File: config.mk
export PLATFORM = sky130hd
export DESIGN_NAME = dram_cmd_scheduler
export DESIGN_NICKNAME = d
export VERILOG_FILES = /design/src/rtl/mem_sched_pkg.sv /design/src/rtl/bank_state_table.sv /design/src/rtl/dram_cmd_scheduler.sv
export SDC_FILE = /design/constraint.sdc
export NUM_CORES = 1
export LEC_CHECK = 0
export CORE_AREA = 5 5 431 433
export DETAILED_ROUTE_END_ITERATION = 12
export DIE_AREA = 0 0 436 438
export MAX_ROUTING_LAYER = met4
export PLACE_DENSITY = 0.41
export SLEW_MARGIN = 20
export SYNTH_ARGS = -nofsm -noshare
export SYNTH_HDL_FRONTEND = slang
export SYNTH_SLANG_ARGS = --single-unit
export TNS_END_PERCENT = 1
File: constraint.sdc
create_clock -name clk_in -period 36.4 [get_ports clk_in]
set_clock_uncertainty 0.05 [all_clocks]
set_input_delay 10.92 -clock clk_in [delete_from_list [all_inputs] [get_ports clk_in]]
set_output_delay 10.92 -clock clk_in [all_outputs]
set_load 0.005 [all_outputs]
File: src/rtl/mem_sched_pkg.sv
// Shared types for the DRAM command scheduler: command encoding, FSM states and
// the captured-request record.
package mem_sched_pkg;

  typedef enum logic [2:0] {
    CmdRead      = 3'd0,
    CmdWrite     = 3'd1,
    CmdActivate  = 3'd2,
    CmdPrecharge = 3'd3,
    CmdNop       = 3'd7
  } cmd_e;

  typedef enum logic [2:0] {StIdle, StCheck, StPre, StAct, StCol} state_e;

  // Generous field widths so any legal geometry fits; unused upper bits stay zero.
  localparam int unsigned MaxRowBits = 32;
  localparam int unsigned MaxColBits = 16;
  localparam int unsigned MaxIdxBits = 8;

  typedef struct packed {
    logic [MaxRowBits-1:0] row;
    logic [MaxColBits-1:0] col;
    logic [MaxIdxBits-1:0] bg;
    logic [MaxIdxBits-1:0] ba;
    logic                  write;
    logic [7:0][63:0]      data;
  } req_t;

endpackage

File: src/rtl/bank_state_table.sv
// Per-bank open flag, open row and saturating countdown timer, read through a
// single lookup index and updated by activate/precharge/load strobes.
module bank_state_table #(
  parameter int unsigned NUM_BANKS  = 8,
  parameter int unsigned ROW_BITS   = 8,
  parameter int unsigned TIMER_BITS = 4,
  localparam int unsigned IdxW      = $clog2(NUM_BANKS)
) (
  input  logic                  clk_in,
  input  logic                  rst_in,
  input  logic [IdxW-1:0]       idx_i,
  output logic                  open_o,
  output logic [ROW_BITS-1:0]   row_o,
  output logic                  timer_zero_o,
  input  logic                  act_i,
  input  logic                  pre_i,
  input  logic [ROW_BITS-1:0]   row_i,
  input  logic                  load_i,
  input  logic [TIMER_BITS-1:0] load_val_i
);

  logic [NUM_BANKS-1:0]                 open_q, open_d;
  logic [NUM_BANKS-1:0][ROW_BITS-1:0]   row_q, row_d;
  logic [NUM_BANKS-1:0][TIMER_BITS-1:0] timer_q, timer_d;

  always_comb begin
    open_d  = open_q;
    row_d   = row_q;
    timer_d = timer_q;
    for (int i = 0; i < NUM_BANKS; i++) begin
      if (timer_q[i] != '0) timer_d[i] = timer_q[i] - 1'b1;
      if (idx_i == IdxW'(i)) begin
        if (act_i) begin
          open_d[i] = 1'b1;
          row_d[i]  = row_i;
        end
        if (pre_i) open_d[i] = 1'b0;
        if (load_i) timer_d[i] = load_val_i;
      end
    end
  end

  always_ff @(posedge clk_in or posedge rst_in) begin
    if (rst_in) begin
      open_q  <= '0;
      row_q   <= '0;
      timer_q <= '0;
    end else begin
      open_q  <= open_d;
      row_q   <= row_d;
      timer_q <= timer_d;
    end
  end

  assign open_o       = open_q[idx_i];
  assign row_o        = row_q[idx_i];
  assign timer_zero_o = (timer_q[idx_i] == '0);

endmodule

File: src/rtl/dram_cmd_scheduler.sv
// In-order DRAM command scheduler: one request at a time, open-page policy.
// Optional hit/miss/conflict counters when SCHED_STATS_EN is defined.
module dram_cmd_scheduler
  import mem_sched_pkg::*;
#(
  parameter int unsigned BANK_GROUPS        = 2,
  parameter int unsigned BANKS_PER_GROUP    = 4,
  parameter int unsigned ROW_BITS           = 8,
  parameter int unsigned COL_BITS           = 4,
  parameter int unsigned PADDR_BITS         = 64,
  parameter int unsigned ACTIVATION_LATENCY = 8,
  parameter int unsigned PRECHARGE_LATENCY  = 5,
  parameter int unsigned BURST_CYCLES       = 8,
  localparam int unsigned BgW = $clog2(BANK_GROUPS),
  localparam int unsigned BaW = $clog2(BANKS_PER_GROUP)
) (
  input  logic                  clk_in,
  input  logic                  rst_in,
  input  logic                  req_valid_in,
  output logic                  req_ready_out,
  input  logic                  req_write_in,
  input  logic [PADDR_BITS-1:0] req_addr_in,
  input  logic [7:0][63:0]      req_data_in,
  output logic                  cmd_valid_out,
  output logic [2:0]            cmd_out,
  output logic [BgW-1:0]        bank_group_out,
  output logic [BaW-1:0]        bank_out,
  output logic [ROW_BITS-1:0]   row_out,
  output logic [COL_BITS-1:0]   col_out,
  output logic [7:0][63:0]      val_out
`ifdef SCHED_STATS_EN
  ,
  output logic [31:0]           stat_hit_out,
  output logic [31:0]           stat_miss_out,
  output logic [31:0]           stat_conflict_out
`endif
);

  localparam int unsigned NumBanks = BANK_GROUPS * BANKS_PER_GROUP;
  localparam int unsigned MaxLat   = (ACTIVATION_LATENCY > PRECHARGE_LATENCY) ?
                                     ACTIVATION_LATENCY : PRECHARGE_LATENCY;
  localparam int unsigned TimerW   = $clog2(MaxLat + 1);
  localparam int unsigned BusW     = $clog2(BURST_CYCLES + 1);
  localparam int unsigned RowLsb   = COL_BITS + 2 + BaW + BgW;
  localparam int unsigned AddrTop  = RowLsb + ROW_BITS;

  state_e           state_q, state_d;
  req_t             req_q, req_d;
  logic [BusW-1:0]  bus_q, bus_d;
  logic             bt_open, bt_zero;
  logic [ROW_BITS-1:0] bt_row, req_row;
  logic             issue_pre, issue_act, issue_col, chk_hit, chk_miss, chk_conf;
  logic             cmd_valid_q;
  cmd_e             cmd_q;
  logic [BgW-1:0]   bg_q;
  logic [BaW-1:0]   ba_q;
  logic [ROW_BITS-1:0] row_q;
  logic [COL_BITS-1:0] col_q;

  assign req_row = req_q.row[ROW_BITS-1:0];

  logic unused_bits;
  assign unused_bits = ^{req_addr_in[PADDR_BITS-1:AddrTop], req_addr_in[1:0],
                         req_q.row[MaxRowBits-1:ROW_BITS], req_q.col[MaxColBits-1:COL_BITS],
                         req_q.bg[MaxIdxBits-1:BgW], req_q.ba[MaxIdxBits-1:BaW]};

  bank_state_table #(
    .NUM_BANKS (NumBanks),
    .ROW_BITS  (ROW_BITS),
    .TIMER_BITS(TimerW)
  ) u_banks (
    .clk_in      (clk_in),
    .rst_in      (rst_in),
    .idx_i       ({req_q.bg[BgW-1:0], req_q.ba[BaW-1:0]}),
    .open_o      (bt_open),
    .row_o       (bt_row),
    .timer_zero_o(bt_zero),
    .act_i       (issue_act),
    .pre_i       (issue_pre),
    .row_i       (req_row),
    .load_i      (issue_act | issue_pre),
    .load_val_i  (issue_pre ? TimerW'(PRECHARGE_LATENCY - 1) :
                              TimerW'(ACTIVATION_LATENCY - 1))
  );

  always_ff @(posedge clk_in or posedge rst_in) begin
    if (rst_in) state_q <= StIdle;
    else        state_q <= state_d;
  end

  always_comb begin
    state_d = state_q;
    unique case (state_q)
      StIdle:  if (req_valid_in) state_d = StCheck;
      StCheck: begin
        if (!bt_open)               state_d = StAct;
        else if (bt_row == req_row) state_d = StCol;
        else                        state_d = StPre;
      end
      StPre:   if (bt_zero) state_d = StAct;
      StAct:   if (bt_zero) state_d = StCol;
      StCol:   if (bt_zero && bus_q == '0) state_d = StIdle;
      default: state_d = StIdle;
    endcase
  end

  always_comb begin
    req_ready_out = 1'b0;
    issue_pre     = 1'b0;
    issue_act     = 1'b0;
    issue_col     = 1'b0;
    chk_hit       = 1'b0;
    chk_miss      = 1'b0;
    chk_conf      = 1'b0;
    unique case (state_q)
      StIdle:  req_ready_out = 1'b1;
      StCheck: begin
        chk_miss = !bt_open;
        chk_hit  = bt_open && (bt_row == req_row);
        chk_conf = bt_open && (bt_row != req_row);
      end
      StPre:   issue_pre = bt_zero;
      StAct:   issue_act = bt_zero;
      StCol:   issue_col = bt_zero && (bus_q == '0);
      default: ;
    endcase
  end

  always_comb begin
    req_d = req_q;
    if (req_valid_in && req_ready_out) begin
      req_d.col   = MaxColBits'(req_addr_in[COL_BITS+1:2]);
      req_d.ba    = MaxIdxBits'(req_addr_in[COL_BITS+2 +: BaW]);
      req_d.bg    = MaxIdxBits'(req_addr_in[COL_BITS+2+BaW +: BgW]);
      req_d.row   = MaxRowBits'(req_addr_in[RowLsb +: ROW_BITS]);
      req_d.write = req_write_in;
      req_d.data  = req_data_in;
    end
    bus_d = issue_col ? BusW'(BURST_CYCLES - 1) : (bus_q != '0 ? bus_q - 1'b1 : bus_q);
  end

  always_ff @(posedge clk_in or posedge rst_in) begin
    if (rst_in) begin
      req_q       <= '0;
      bus_q       <= '0;
      cmd_valid_q <= 1'b0;
      cmd_q       <= CmdNop;
      bg_q        <= '0;
      ba_q        <= '0;
      row_q       <= '0;
      col_q       <= '0;
    end else begin
      req_q       <= req_d;
      bus_q       <= bus_d;
      cmd_valid_q <= issue_pre | issue_act | issue_col;
      cmd_q       <= issue_pre ? CmdPrecharge :
                     issue_act ? CmdActivate  :
                     issue_col ? (req_q.write ? CmdWrite : CmdRead) : CmdNop;
      if (issue_pre | issue_act | issue_col) begin
        bg_q <= req_q.bg[BgW-1:0];
        ba_q <= req_q.ba[BaW-1:0];
      end
      if (issue_act) row_q <= req_row;
      if (issue_col) col_q <= req_q.col[COL_BITS-1:0];
    end
  end

  assign cmd_valid_out  = cmd_valid_q;
  assign cmd_out        = cmd_q;
  assign bank_group_out = bg_q;
  assign bank_out       = ba_q;
  assign row_out        = row_q;
  assign col_out        = col_q;
  assign val_out        = req_q.data;

`ifdef SCHED_STATS_EN
  logic [31:0] hit_q, miss_q, conf_q;

  always_ff @(posedge clk_in or posedge rst_in) begin
    if (rst_in) begin
      hit_q  <= '0;
      miss_q <= '0;
      conf_q <= '0;
    end else begin
      if (chk_hit  && hit_q  != '1) hit_q  <= hit_q + 1'b1;
      if (chk_miss && miss_q != '1) miss_q <= miss_q + 1'b1;
      if (chk_conf && conf_q != '1) conf_q <= conf_q + 1'b1;
    end
  end

  assign stat_hit_out      = hit_q;
  assign stat_miss_out     = miss_q;
  assign stat_conflict_out = conf_q;
`else
  logic unused_stats;
  assign unused_stats = ^{chk_hit, chk_miss, chk_conf};
`endif

endmodule

== Yosys cells after proc, flatten, opt, wreduce, memory -nomap -nowiden ==
Index checks and enable logic that the tools add are counted.
Cells by class
  bitwise operators: 2
  multiplexer cells: 50
  eq/ne operators: 16
  add/sub/neg operators: 9
  magnitude comparators: 1
  reductions and logical operators: 34
Operators with widths (count)
  4-bit two-way mux: 27
  4-bit nonzero test: 9
  4-bit by 1-bit subtractor with 4-bit output (second input constant): 9
  2-bit AND reduction: 16
  3-bit two-way mux: 9
  8-bit binary-select mux with 3-bit select: 1
  3-bit equality test (second input constant): 5
  3-bit case mux with 5 select lines: 1
  4-bit binary-select mux with 3-bit select: 1
  3-bit by 2-bit equality test with 1-bit output (second input constant): 4
  8-bit equality test: 1
  4-bit zero test: 2
  1-bit two-way mux: 8
  8-bit two-way mux: 1
  2-bit inequality test (second input constant): 4
  3-bit by 1-bit equality test with 1-bit output (second input constant): 2
  3-bit zero test: 2
  3-bit by 4-bit < comparator with 1-bit output (second input constant): 1
  4-bit AND reduction: 1
  2-bit nonzero test: 2
  1-bit binary-select mux with 3-bit select: 1
  1-bit logical AND: 2
  2-bit two-way mux: 1
  1-bit bitwise OR: 2
Word-level totals
  register bits: 658
  logic and storage cells: 157
  output and inout bits: 532
  input bits: 580

== Depth between registers and ports, before layout ==
Gate-level depths: netlist of the first run.
  word-level depth: 8
  gate-level depth with buffers: 9
  gate-level depth less buffers: 7

== Modules after synthesis ==
A second synthesis of the first run with hierarchy kept.
Unflattened totals
  cell total of the unflattened synthesis: 2155
  area, all modules: 32622.5 µm²
By module, submodules not included
  dram_cmd_scheduler: sequential area each 13867.0 µm², cells each 1726, instances 1, area each 27278.7 µm²
  bank_state_table: sequential area each 2602.5 µm², cells each 429, instances 1, area each 5343.9 µm²

== Least setup slack after synthesis of the first run ==
Ideal clock, no wire load.
  kind: input-to-reg
  start: in req_valid_in
  end: reg req_q, in the netlist val_out[388]
  stages on the path: 5
  setup time: 0.125 ns
  path slack: 24.074 ns
  data required time: 36.225 ns
  arrival: 12.151 ns
  buffers on the path: 3
  cells stage by stage: and2_1 -> clkbuf_1 -> clkbuf_1 -> clkbuf_1 -> mux2_2
Between the ends
  word-level cells in the longest chain between the ends: 1
Ends and longest elaborated chain
  from (decl): RTL line dram_cmd_scheduler.sv:19  | input logic req_valid_in,
  1-bit logical AND: RTL line dram_cmd_scheduler.sv:131  | if (req_valid_in && req_ready_out) begin
  to (signal assigned): RTL line dram_cmd_scheduler.sv:153  | req_q <= req_d;
  to (decl): RTL line dram_cmd_scheduler.sv:48  | req_t req_q, req_d;
No other way between the ends.
A chain may end at the register's enable or synchronous reset.

== Final worst setup path of the first run ==
  start: in req_valid_in
  end: reg req_q, in the netlist val_out[224]
Same word-level chain as after synthesis.

==> qor.yml, run 1 <==
status: "complete, no violations"
power_switching_mw: 1.18
fin_tns_setup_ns: 0
netlist_area_mm2: 0.0297
gr-total-overflow: 0
p_seq_share_pct: 35.0
crit_chain: "clkdlybuf4s50_1, and2_4, buf_4, buf_4, buf_4, buf_4, mux2_2"
reg2regPathDepth: 7
p_clk_share_pct: 23.7
ios: 1112
critPathMostFrequentCell: "buf_4"
area_delta_synth_final_pct: 42.1
crit_path_end_kind: "register"
start_util_pct: 16.4
final.min_clock_period_ns: 15.43
power_frac_comb_pct: 41.3
slew-limit-headroom_pct: 27.4
rrSetupSlack_ns: 30.80
std_cell_rows: 157
r2r_end: "val_out[224]"
grt_max_degree: 95
p_int_mw: 2.58
coreArea_mm2: 0.182
avgSynthCellArea_um2: 13.6
synth_cell_types: 58
final_util_pct: 23.3
p_sw_share_pct: 31.4
leakage_nw: 17.1
cap_violations: 0
synth_fp_nets: 2771
drc: 0
slowest_stage: "buf_4"
die-area_mm2: 0.191
postCtsResizedCells: 0
cts_buffers: 87
worstMarginPinSlew_ns: 1.09
final_layout_size_suffix_gt1_share_pct: 28.5
track_usage_pct: 12.8
cts_buffer_depth: 3
path_class: "primary input to register"
hp-class: "register to register"
min_path_cells: 1
synth_ff_type: "dfrtp_1"
syn-instance-count: 2181
slew_violations: 0
gp_congestion: 0.844
power.density_mw_per_mm2: 89.1
postCtsSetupRepairBufs: 0
placed_cell_area_mm2: 0.0393
max_stage_delay_ns: 0.85
die_x_um: 436
startpoint_type: "primary input"
routed_via_density: 3.49
max_clock_freq_mhz: 64.8
tritoncts: "done"
async_flop_share_pct: 100
dr.first_iter.drc_count: 677
ys_seq_area_share_pct: 55.4
design_area_mm2: 0.0423
critPathMaxFanout: 66
die_y_um: 438
fin_nets: 3350
whs_endpoint: "u_banks.open_q[7]"
htreeDepth: 3
vias: 18200
rsz0062_at_grt: "no"
path_clk_slew_ns: 0.06
setup_violations: 0
grt_antenna_before_repair: 73
firstDrtPassIters: 5
cts_num_sinks: 658
critPathRequiredTime_ns: 36.91
hpwlAfterDp_um: 96900
synth_edf_count: 0
ir_worst_vdd_uv: 38.8
hold_start: "u_banks.open_q[7]"
route.detailed.wl_per_inst_um: 23.6
drt_wl_total_um: 123000
grt_pass1_wl_um: 166000
ys_ff_latch: 658
final_antenna_net_count: 0
ctsHoldBuffers: 0
r2r_start: "state_q[0]"
clkLatencyLatePin_ns: 0.70
cts-root-buf: "clkbuf_16"
numPortBuffers: 1062
grt_pass1_vias: 19300
ys.warnings.count: 0
timing.final.crit_share_pct: 42.4
cp.arrival_ns: 15.94
finalHoldViolCount: 0
==> logic make-up after synthesis <==
| family | Yosys count | synth area share [%] |
|---|---|---|
| multiplexers | 640 | 24.6 |
| flip-flops | 658 | 55.4 |
| XOR/XNOR | 12 | 0.353 |
| buffers and inverters | 628 | 14.8 |
| adder cells (fa/ha/maj) | 10 | 0.421 |
| AND/OR/NAND/NOR | 140 | 2.43 |
| AO/OA/AOI/OAI | 93 | 1.98 |
==> critical path: cells and delay by family <==
family	cells	cell delay, ns
simple gates	1	0.79
mux	1	0.41
buf+inv	5	3.52
==> placed cells by master (no fill, tap or decap), types with 5 or more instances in the layout <==
cell type / netlist / final
clkdlybuf4s50_1: 0 / 1062
dfrtp_1: 655 / 655
mux2_2: 587 / 587
clkbuf_16: 0 / 89
nor2_1: 33 / 33
nand2_1: 32 / 32
inv_1: 31 / 30
mux2_4: 28 / 28
a21oi_1: 25 / 25
o21ai_0: 24 / 24
buf_4: 517 / 23
mux2i_1: 21 / 21
clkbuf_1: 18 / 20
diode_2: 0 / 18
nor3_1: 16 / 16
clkbuf_8: 0 / 15
clkinv_2: 0 / 12
xnor2_1: 11 / 11
or3_1: 10 / 10
ha_1: 10 / 10
bufinv_16: 0 / 8
nand2b_1: 7 / 7
a22oi_1: 7 / 7
a21o_1: 7 / 7
o22ai_1: 6 / 6
nor2_2: 5 / 5
nand3_1: 5 / 5
nand2_2: 5 / 5
==> routing by layer <==
layer,GRT usage [%],routed length [µm]
met5,-,0
met2,21.0,60700
met1,14.0,47800
met3,5.79,11300
met4,3.79,3380
==> power groups by stage <==
stage	logic (mW)	clock network (mW)	registers, mW
after floorplan	1.07	0	1.24
after global placement	1.59	0	1.32
after detailed placement	1.59	0	1.33
after CTS	1.60	0.938	1.33
after global routing	1.68	0.960	1.37
final	1.56	0.895	1.32
==> cell usage after synthesis (all sizes together) (2+ instances only) <==
| master | instances | area, µm² |
|---|---|---|
| mux4 | 4 | 90.1 |
| and2 | 4 | 26.3 |
| o21ai | 24 | 120 |
| nor3 | 18 | 113 |
| or3 | 11 | 70.1 |
| o211ai | 4 | 30.0 |
| and3 | 2 | 12.5 |
| a21o | 8 | 61.3 |
| nand4 | 3 | 18.8 |
| a211o | 3 | 27.5 |
| nor2 | 38 | 155 |
| nor4 | 3 | 18.8 |
| clkbuf | 19 | 72.6 |
| a22oi | 7 | 52.6 |
| dfstp | 3 | 78.8 |
| a31oi | 3 | 18.8 |
| mux2 | 615 | 7030 |
| nor2b | 3 | 18.8 |
| dfrtp | 655 | 16400 |
| buf | 577 | 4210 |
| or4 | 4 | 30.0 |
| o22ai | 6 | 37.5 |
| nand3 | 5 | 25.0 |
| mux2i | 21 | 210 |
| ha | 10 | 125 |
| a21oi | 26 | 134 |
| nand2 | 37 | 151 |
| a22o | 3 | 26.3 |
| inv | 32 | 120 |
| a31o | 3 | 26.3 |
| xnor2 | 11 | 96.3 |
| nand2b | 7 | 43.8 |
==> registers in the layout (all words and copies together), names as in the netlist, 3 cells and up <==
| name | flops |
|---|---|
| val_out | 512 |
| u_banks.row_q | 64 |
| u_banks.timer_q | 32 |
| req_q | 16 |
| row_out | 8 |
| u_banks.open_q | 8 |
| bus_q | 4 |
| col_out | 4 |
| cmd_out | 3 |
| state_q | 3 |
==> cell type report <==
cell class	count	area (µm²)
Sequential cell	658	16500
Antenna cell	18	45.0
Timing Repair Buffer	1086	10800
Clock buffer	124	2510
Clock inverter	31	430
Tap cell	2385	2980
Fill cell	19200	139000
Inverter	32	128
Multi-Input combinational cell	895	8880
==> how the worst max path moves through the flow <==
stage | start | to | slack (ns) | cells after the start
2_1_floorplan | rst_in | bank_group_out | 7.00 | 1
3_3_place_gp | req_valid_in | val_out[201] | 20.05 | 7
3_5_place_dp | req_valid_in | val_out[231] | 20.09 | 7
4_1_cts | req_valid_in | val_out[201] | 20.85 | 7
5_1_grt | req_valid_in | val_out[419] | 20.64 | 7
6_report | req_valid_in | val_out[224] | 20.97 | 7
==> per-stage QoR <==
stage / total power, mW / std cells / hold WS (ns) / setup WS [ns]
5_1_grt: 4.01 / 5225 / 0.444 / 20.64
3_3_place_gp: 2.91 / 5055 / 0.410 / 20.05
4_1_cts: 3.86 / 5211 / 0.429 / 20.85
3_5_place_dp: 2.92 / 5056 / 0.415 / 20.09
2_1_floorplan: 2.31 / 2181 / 0.394 / 7.00
6_report: 3.77 / 5229 / 0.430 / 20.97
Power figures use the tool's default switching activity.
==> run 2: changes to the inputs <==
==> constraint.sdc (replaced) <==
create_clock -name clk_in -period 14.68 [get_ports clk_in]
set_clock_uncertainty 0.05 [all_clocks]
set_input_delay 4.404 -clock clk_in [delete_from_list [all_inputs] [get_ports clk_in]]
set_output_delay 4.404 -clock clk_in [all_outputs]
set_load 0.005 [all_outputs]
==> qor.yml, run 2 (synthesized netlist as in run 1, its figures left out) <==
final.min_clock_period_ns: 7.26
grt_max_degree: 151  # was 95
final_common_cell: "clkdlybuf4s50_1"  # unchanged
hp-class: "register to register"  # unchanged
path_class: "primary input to register"  # unchanged
cts_buffer_depth: 3  # unchanged
dp_cells: 5050  # was 5056
finalWorstSetupSlack_ns: 7.42  # was 20.97 ns
ctsHoldBuffers: 0  # unchanged
firstDrtPassIters: 4  # was 5
slew-limit-headroom_pct: 28.9  # was 27.4%
crit_end: "val_out[502]"  # was val_out[224]
die_x_um: 436  # unchanged
cts-root-buf: "clkbuf_16"  # unchanged
power_switching_mw: 2.94  # was 1.18 mW
fin_cells: 5228  # was 5229
postCtsResizedCells: 0  # unchanged
p_clk_share_pct: 24.1  # was 23.7%
routed_via_density: 3.48  # was 3.49
hold_start: "u_banks.open_q[7]"  # unchanged
gp_congestion: 0.817  # was 0.844
crit_start: "req_valid_in"  # unchanged
leakage_nw: 17.1  # about the same
critPathMaxFanout: 129  # was 66
grt_pass1_wl_um: 163000  # was 166000 µm
multi_input_area_mm2: 0.00888  # unchanged
die_y_um: 438  # unchanged
drc: 0  # unchanged
rrSetupSlack_ns: 10.77  # was 30.80 ns
vias: 18200  # about the same
path_clk_slew_ns: 0.06  # about the same
std_cell_rows: 157  # unchanged
track_usage_pct: 12.5  # was 12.8%
fin_tns_setup_ns: 0  # unchanged
rsz0062_at_grt: "no"  # unchanged
seqCellArea_mm2: 0.0165  # unchanged
worstMarginPinSlew_ns: 1.07  # was 1.09 ns
coreArea_mm2: 0.182  # unchanged
ir_worst_vdd_uv: 98.3  # was 38.8 µV
timing.final.crit_share_pct: 49.4
r2r_start: "state_q[0]"  # unchanged
htreeDepth: 3  # unchanged
hpwlAfterDp_um: 93700  # was 96900 µm
nFillCells: 19200  # about the same
cts_buffers: 89  # was 87
grt_antenna_before_repair: 57  # was 73
final_layout_size_suffix_gt1_share_pct: 28.5  # about the same
cts_num_sinks: 658  # unchanged
reg2regPathDepth: 5  # was 7
gr-total-overflow: 0  # unchanged
ios: 1112  # unchanged
drt_wl_total_um: 121000  # was 123000 µm
numPortBuffers: 1062  # unchanged
power.density_mw_per_mm2: 222  # was 89.1 mW/mm²
crit_path_end_kind: "register"  # unchanged
fin_nets: 3346  # was 3350
status: "complete, no violations"  # unchanged
r2r_end: "val_out[502]"  # was val_out[224]
die-area_mm2: 0.191  # unchanged
setup_violations: 0  # unchanged
start_util_pct: 16.4  # unchanged
tritoncts: "done"  # unchanged
max_clock_freq_mhz: 138
finalHoldViolCount: 0  # unchanged
final_cell_mix: "clkdlybuf4s50_1 (1062), dfrtp_1 (655), mux2_2 (587)"  # unchanged
route.detailed.wl_per_inst_um: 23.1  # was 23.6 µm
slew_violations: 0  # unchanged
grt_pass1_vias: 19200  # was 19.3k
postCtsSetupRepairBufs: 0  # unchanged
startpoint_type: "primary input"  # unchanged
area_delta_synth_final_pct: 42.3  # was 42.1%
p_seq_share_pct: 35.0  # about the same
clkLatencyLatePin_ns: 0.70  # about the same
dr.first_iter.drc_count: 679  # was 677
p_sw_share_pct: 31.3  # was 31.4%
pre_cts_ws_ns: 6.54  # was 20.09 ns
power_frac_comb_pct: 40.9  # was 41.3%
p_int_mw: 6.44  # was 2.58 mW
critPathRequiredTime_ns: 15.19  # was 36.91 ns
cap_violations: 0  # unchanged
largest_register_ffs: 512  # unchanged
final_antenna_net_count: 0  # unchanged
cp.arrival_ns: 7.77  # was 15.94 ns
==> run 2: cell types whose count changed in the layout (fill, tap and decap cells not counted), moves of 2 or more <==
cell	change
clkbuf_16	+2
clkbuf_8	+6
buf_4	-9
buf_12	+4
==> run 2: worst min-delay path by stage <==
stage | endpoint | slack, ns | depth (start not counted)
global route | u_banks.open_q[5] | 0.46 | 1
CTS | u_banks.open_q[7] | 0.43 | 1
detailed placement | u_banks.open_q[7] | 0.42 | 1
floorplan | u_banks.open_q[6] | 0.39 | 1
global placement | u_banks.open_q[7] | 0.41 | 1
finish | u_banks.open_q[7] | 0.43 | 1
==> run 2: stage by stage <==
| stage | util, % | power, mW | hold slack [ns] | area, µm² |
|---|---|---|---|---|
| after floorplan | - | 5.74 | 0.394 | 29700 |
| after global placement | 21.6 | 7.23 | 0.408 | 39300 |
| after detailed placement | 21.6 | 7.24 | 0.415 | 39300 |
| after CTS | 23.3 | 9.63 | 0.428 | 42300 |
| after global routing | 23.3 | 9.98 | 0.456 | 42300 |
| final | 23.3 | 9.38 | 0.428 | 42300 |
==> run 2: cell type report <==
cell class	instances	share of cell area, %
clock inverters	29	0.925
clock buffers	131	6.23
well taps	2385	7.05
flip-flops and latches	658	38.9
inverters	32	0.293
diodes	18	0.106
repair buffers	1080	25.5
multi-input cells	895	21.0
==> run 2: routing by layer <==
layer / vias up / share of wire, % / GRT usage [%]
li1: 8151 / - / -
met1: 9156 / 38 / 13.7
met2: 666 / 50 / 20.8
met3: 214 / 9.0 / 5.34
met4: 0 / 2.7 / 3.44
met5: - / 0 / -
==> run 2: worst max-delay path: stages <==
cell and delay, ns:
clkdlybuf4s50_1 0.50, and2_4 0.75, buf_4 0.83, buf_12 0.51, mux2_2 0.41
==> run 2: power by group through the flow <==
| stage | registers [mW] | logic (mW) | clock network (mW) |
|---|---|---|---|
| global placement | 3.29 | 3.94 | 0 |
| detailed placement | 3.32 | 3.92 | 0 |
| global route | 3.41 | 4.14 | 2.43 |
| floorplan | 3.09 | 2.65 | 0 |
| CTS | 3.31 | 3.94 | 2.38 |
| finish | 3.28 | 3.83 | 2.26 |
